$ cat src/rtl/nn_weight_loader.sv
// nn_weight_loader: streams bias and weight words into the neuron array,
// one layer per start command, one neuron at a time (bias first, then weights).
// Optional macro NN_LOADER_LAST_CHECK_EN enables s_last framing checks and a
// sticky err flag; without it s_last is ignored and err is held at 0.
module nn_weight_loader #(
    parameter int DATA_WIDTH = 32,
    parameter int CNT_WIDTH  = 16
) (
    input  logic                  clk,
    input  logic                  rst,
    input  logic                  start,
    input  logic [31:0]           cfg_layer,
    input  logic [CNT_WIDTH-1:0]  cfg_neurons,
    input  logic [CNT_WIDTH-1:0]  cfg_weights,
    input  logic [DATA_WIDTH-1:0] s_data,
    input  logic                  s_valid,
    input  logic                  s_last,
    output logic                  s_ready,
    output logic                  weightValid,
    output logic [DATA_WIDTH-1:0] weightValue,
    output logic                  biasValid,
    output logic [DATA_WIDTH-1:0] biasValue,
    output logic [31:0]           config_layer_num,
    output logic [31:0]           config_neuron_num,
    output logic                  busy,
    output logic                  done,
    output logic                  err
);

    typedef enum logic [1:0] {IDLE, BIAS, WEIGHT, FIN} state_t;

    state_t                state_q, state_d;
    logic [31:0]           layer_q, layer_d;
    logic [CNT_WIDTH-1:0]  neurons_q, neurons_d;
    logic [CNT_WIDTH-1:0]  weights_q, weights_d;
    logic [CNT_WIDTH-1:0]  neuron_cnt_q, neuron_cnt_d;
    logic [CNT_WIDTH-1:0]  weight_cnt_q, weight_cnt_d;
    logic                  weight_valid_q, weight_valid_d;
    logic [DATA_WIDTH-1:0] weight_value_q, weight_value_d;
    logic                  bias_valid_q, bias_valid_d;
    logic [DATA_WIDTH-1:0] bias_value_q, bias_value_d;
    logic [31:0]           layer_num_q, layer_num_d;
    logic [31:0]           neuron_num_q, neuron_num_d;
    logic                  done_q, done_d;
    logic                  err_q, err_d;

    logic                  xfer_s;
    logic                  last_weight_s;
    logic                  last_neuron_s;

    assign s_ready       = (state_q == BIAS) || (state_q == WEIGHT);
    assign xfer_s        = s_valid && s_ready;
    assign last_weight_s = (weight_cnt_q == (weights_q - CNT_WIDTH'(1)));
    assign last_neuron_s = (neuron_cnt_q == (neurons_q - CNT_WIDTH'(1)));

    // Next-state, counter and strobe computation for the load sequence.
    always_comb begin
        state_d        = state_q;
        layer_d        = layer_q;
        neurons_d      = neurons_q;
        weights_d      = weights_q;
        neuron_cnt_d   = neuron_cnt_q;
        weight_cnt_d   = weight_cnt_q;
        weight_valid_d = 1'b0;
        weight_value_d = weight_value_q;
        bias_valid_d   = 1'b0;
        bias_value_d   = bias_value_q;
        layer_num_d    = layer_num_q;
        neuron_num_d   = neuron_num_q;
        done_d         = 1'b0;
        err_d          = err_q;
        case (state_q)
            IDLE: begin
                if (start) begin
                    layer_d      = cfg_layer;
                    neurons_d    = cfg_neurons;
                    weights_d    = cfg_weights;
                    neuron_cnt_d = '0;
                    weight_cnt_d = '0;
                    err_d        = 1'b0;
                    if ((cfg_neurons == '0) || (cfg_weights == '0)) begin
                        state_d = FIN;
                    end else begin
                        state_d = BIAS;
                    end
                end else begin
                    state_d = IDLE;
                end
            end
            BIAS: begin
                if (xfer_s) begin
                    bias_valid_d = 1'b1;
                    bias_value_d = s_data;
                    layer_num_d  = layer_q;
                    neuron_num_d = {{(32-CNT_WIDTH){1'b0}}, neuron_cnt_q};
                    state_d      = WEIGHT;
`ifdef NN_LOADER_LAST_CHECK_EN
                    // A bias word can never be the final word of a layer.
                    if (s_last) begin
                        err_d   = 1'b1;
                        state_d = IDLE;
                    end else begin
                        err_d   = err_q;
                    end
`endif
                end else begin
                    state_d = BIAS;
                end
            end
            WEIGHT: begin
                if (xfer_s) begin
                    weight_valid_d = 1'b1;
                    weight_value_d = s_data;
                    layer_num_d    = layer_q;
                    neuron_num_d   = {{(32-CNT_WIDTH){1'b0}}, neuron_cnt_q};
                    if (last_weight_s) begin
                        weight_cnt_d = '0;
                        if (last_neuron_s) begin
                            state_d = FIN;
                        end else begin
                            neuron_cnt_d = neuron_cnt_q + CNT_WIDTH'(1);
                            state_d      = BIAS;
                        end
                    end else begin
                        weight_cnt_d = weight_cnt_q + CNT_WIDTH'(1);
                        state_d      = WEIGHT;
                    end
`ifdef NN_LOADER_LAST_CHECK_EN
                    // s_last must mark exactly the last weight of the last neuron.
                    if (s_last != (last_weight_s && last_neuron_s)) begin
                        err_d   = 1'b1;
                        state_d = IDLE;
                    end else begin
                        err_d   = err_q;
                    end
`endif
                end else begin
                    state_d = WEIGHT;
                end
            end
            FIN: begin
                done_d  = 1'b1;
                state_d = IDLE;
            end
            default: begin
                state_d = IDLE;
            end
        endcase
    end

    // State, counters and registered outputs; everything clears on rst.
    always_ff @(posedge clk or posedge rst) begin
        if (rst) begin
            state_q        <= IDLE;
            layer_q        <= 32'd0;
            neurons_q      <= '0;
            weights_q      <= '0;
            neuron_cnt_q   <= '0;
            weight_cnt_q   <= '0;
            weight_valid_q <= 1'b0;
            weight_value_q <= '0;
            bias_valid_q   <= 1'b0;
            bias_value_q   <= '0;
            layer_num_q    <= 32'd0;
            neuron_num_q   <= 32'd0;
            done_q         <= 1'b0;
            err_q          <= 1'b0;
        end else begin
            state_q        <= state_d;
            layer_q        <= layer_d;
            neurons_q      <= neurons_d;
            weights_q      <= weights_d;
            neuron_cnt_q   <= neuron_cnt_d;
            weight_cnt_q   <= weight_cnt_d;
            weight_valid_q <= weight_valid_d;
            weight_value_q <= weight_value_d;
            bias_valid_q   <= bias_valid_d;
            bias_value_q   <= bias_value_d;
            layer_num_q    <= layer_num_d;
            neuron_num_q   <= neuron_num_d;
            done_q         <= done_d;
            err_q          <= err_d;
        end
    end

    assign weightValid       = weight_valid_q;
    assign weightValue       = weight_value_q;
    assign biasValid         = bias_valid_q;
    assign biasValue         = bias_value_q;
    assign config_layer_num  = layer_num_q;
    assign config_neuron_num = neuron_num_q;
    assign busy              = (state_q != IDLE);
    assign done              = done_q;

`ifdef NN_LOADER_LAST_CHECK_EN
    assign err = err_q;
`else
    logic unused_last_s;
    assign unused_last_s = s_last ^ err_q;
    assign err           = 1'b0;
`endif

endmodule

$ cat config.mk
export PLATFORM = sky130hd
export DESIGN_NAME = nn_weight_loader
export DESIGN_NICKNAME = d
export VERILOG_FILES = /design/src/rtl/nn_weight_loader.sv
export SDC_FILE = /design/constraint.sdc
export NUM_CORES = 1
export LEC_CHECK = 0
export BUFFER_PORTS_ARGS = -buffer_cell sky130_fd_sc_hd__buf_2
export CORE_MARGIN = 2
export CORE_UTILIZATION = 40
export CTS_BUF_LIST = sky130_fd_sc_hd__clkbuf_16
export CTS_CLUSTER_SIZE = 8
export DETAILED_ROUTE_END_ITERATION = 16
export HOLD_SLACK_MARGIN = 0.06
export PLACE_DENSITY_LB_ADDON = 0.3
export RECOVER_POWER = 100
export SYNTH_ARGS = -nofsm -noshare
export SYNTH_HDL_FRONTEND = slang
export SYNTH_SLANG_ARGS = --single-unit
$ cat constraint.sdc
create_clock -name clk -period 7.4 [get_ports clk]
set_input_delay 0 -clock clk [delete_from_list [all_inputs] [get_ports clk]]
set_output_delay 0 -clock clk [all_outputs]
set_load 0.05 [all_outputs]
==> run metrics <==
largest cells by area after synthesis dfrtp_1 54%, mux2_2 20%, xor2_1 2.5%; Pins Over Slew Limit 189; share of layout cells above drive strength 1 29.2%; failing checks max-capacitance violations, max-slew violations; sequential-to-total area share from yosys stat 53.6%; DP Wirelength 16.0 mm; ant diodes 0; Multi-input gate area 0.00432 mm^2; Syn Inst Count 803; clk_skew 0.0157 ns; Vias/cell 5.15; Syn Area/Cell 12.4 um^2; most used cell, CP nand2_1; core area 0.0244 mm^2; Peak VDD IR 0.337 mV; Period minus WS final 4.23 ns; Min-Delay Path Class in -> reg; Post-Place Cells 1305; Fin Setup TNS 0 ns; startpoint types flip-flop; Worst-Margin Slew 3.85 ns; Final Hold Viols 0; clock sinks 213; Post-CTS Hold Fix Bufs 99; register area 0.00533 mm^2; Finished Layout Cells 1437; maximum number of pins on one net before global-route repair 138; slowest stage delay, CP 1.51 ns; Post-DRT Antenna Nets 0; Setup Fix Bufs, Post-CTS 0; Placed Area 0.0112 mm^2; CP cell instances inv_1 > ha_1 > nand2_1 > clkbuf_1 > o21ai_0 > nand2_1 > o31a_1 > nor4_1 > a211o_1; CP max FO 34; Layout fillers 2133; max frequency 236 MHz; Max Cap Violations 4; vias after detailed routing 7397; input/output buffers 216; Critical path buffers and inverters 2; synth unique cells 68; final net count 1221; first-pass GRT wire length 40.5 mm; clk buf depth 3; Pwr Density 455 mW/mm^2; TritonCTS buffer count 30; CP max-delay cell clkbuf_1; Worst-Skew Late Latency 0.53 ns; WL per Instance 17.3 um; number of synthesized flops with an enable pin 0; Setup WS pre-CTS 3.70 ns; Die Wd 162 um; Post-Syn Area 0.00994 mm^2; io pins 235; slack of the critical path 3.17 ns; GP Congestion 0.835; Post-synth ARST share 100%; TritonRoute pass-1 iters 4; outcome finished with violations; slew margin rel. -156%; cell taking the most area after synthesis dfrtp_1; Finished Cell Area 0.0129 mm^2; CTS root buf clkbuf_16; clock transition at the registers of the reported paths 0.05 ns; final setup fails 0; CTS tree built; initial antenna violation count 0; Initial Util 40.8%; Resize count post-CTS 0; drt drc 0; P_leak 5.58 nW; Layout area overhead 29.3%; Die H 162 um; H-tree depth 1; #FFs+latches synth 213; vias in the first global route 7841; critical path's top delay family buffers and inverters; yosys warns 0; final period utilization 57.2%; global-route usage over all layers 19.1%; Most used DFF post-synth dfrtp_1; share of Yosys cell area claimed by the top area cell type 53.6%; row cnt 57; RSZ-0062 raised after global routing no; Worst setup EP type flip-flop; GRT Residual Overflow 0; drt first-iter violations 388; CP required 7.81 ns; WS Path Type reg -> reg; Die Area 0.0261 mm^2; final wirelength 24.8 mm; crit path DAT 4.64 ns
Yosys cell counts, types with 15 or more instances:
cell type	number
nor2_1	32
nor3_1	16
dfrtp_1	213
buf_4	17
o21ai_0	15
xor2_1	28
and3_1	17
nor4_1	16
xnor2_1	21
nand2_1	30
mux2_2	175
nand3_1	20
clkbuf_1	31
cell families after synthesis:
kind of cell               share of synthesized area [%]
AOI/OAI and AO/OA                                   5.68
xor gates and xnor gates                            4.32
adders and majority gates                           1.01
buffers and inverters                               3.60
DFF                                                 53.6
muxes                                               20.6
other                                             0.0377
and+or+nand+nor                                     11.1
final timing paths:
check                                                  from                                to  slack (ns)  cells after the start
min in group asynchronous                               rst         biasValue[14]$_DFFE_PP0P_        0.28                      3
max in group asynchronous                               rst          neurons_q[0]$_DFFE_PP0P_        5.55                      4
max reg2reg                            state_q[0]$_DFF_PP0_       neuron_cnt_q[8]$_DFFE_PP0P_        3.17                      9
max                                    state_q[0]$_DFF_PP0_       neuron_cnt_q[8]$_DFFE_PP0P_        3.17                      9
min                                           cfg_layer[10]           layer_q[10]$_DFFE_PP0P_        0.23                      3
min reg2reg                config_neuron_num[5]$_DFFE_PP0P_  config_neuron_num[5]$_DFFE_PP0P_        0.48                      2
cell type report:
class / instances / area share (%)
Inverter: 13 / 0.438
Tap cell: 324 / 3.15
Multi-Input combinational cell: 533 / 33.6
Clock buffer: 31 / 6.04
Timing Repair Buffer: 321 / 15.2
Clock inverter: 2 / 0.0584
Sequential cell: 213 / 41.5
sequential cells by signal, summed over array words and instances, names as in the netlist, 32 cells and up:
| name | count |
|---|---|
| config_layer_num | 32 |
| layer_q | 32 |
| weightValue | 32 |
| biasValue | 32 |
worst register-to-register path: stages, from the launching register on:
cell and delay [ns]:
dfrtp_1 0.37, inv_1 0.07, ha_1 0.41, nand2_1 0.13
clkbuf_1 1.51, o21ai_0 0.34, nand2_1 0.27, o31a_1 0.62
nor4_1 0.14, a211o_1 0.25
metrics by stage:
step | utilization, % | hold slack (ns) | power [mW]
after detailed placement | 46.1 | 0.237 | 4.68
after global routing | 52.7 | 0.221 | 6.19
after floorplan | - | 0.151 | 4.07
after global placement | 46.1 | 0.232 | 4.63
final | 52.7 | 0.232 | 5.85
after CTS | 53.3 | 0.212 | 5.93
placed cells by master, fill, tap and decap left out, types with 14 or more instances in the layout:
master and count:
mux2_2 175, conb_1 17, nor2_1 32, buf_2 98, dlygate4sd3_1 99, clkbuf_16 31, xnor2_1 21, nand2_1 28
nand3_1 20, xor2_1 28, nand4_1 14, dfrtp_1 213, o21ai_0 15, clkbuf_1 121, nor3_1 16, and3_1 17
nor4_1 16
routing by layer:
metal	share of wire (%)	GRT usage, %	wire length, um
met4	2.9	6.32	731
met3	7.4	5.32	1830
met1	41	23.4	10200
met2	49	32.6	12100
met5	0	0	0
power by group:
group / switching [mW] / leakage (nW) / internal (mW) / total, mW
logic: 1.78 / 2.54 / 0.903 / 2.68
registers: 0.354 / 2.65 / 1.63 / 1.98
clock network: 0.460 / 0.389 / 0.723 / 1.18
(Power assumes the default switching activity.)
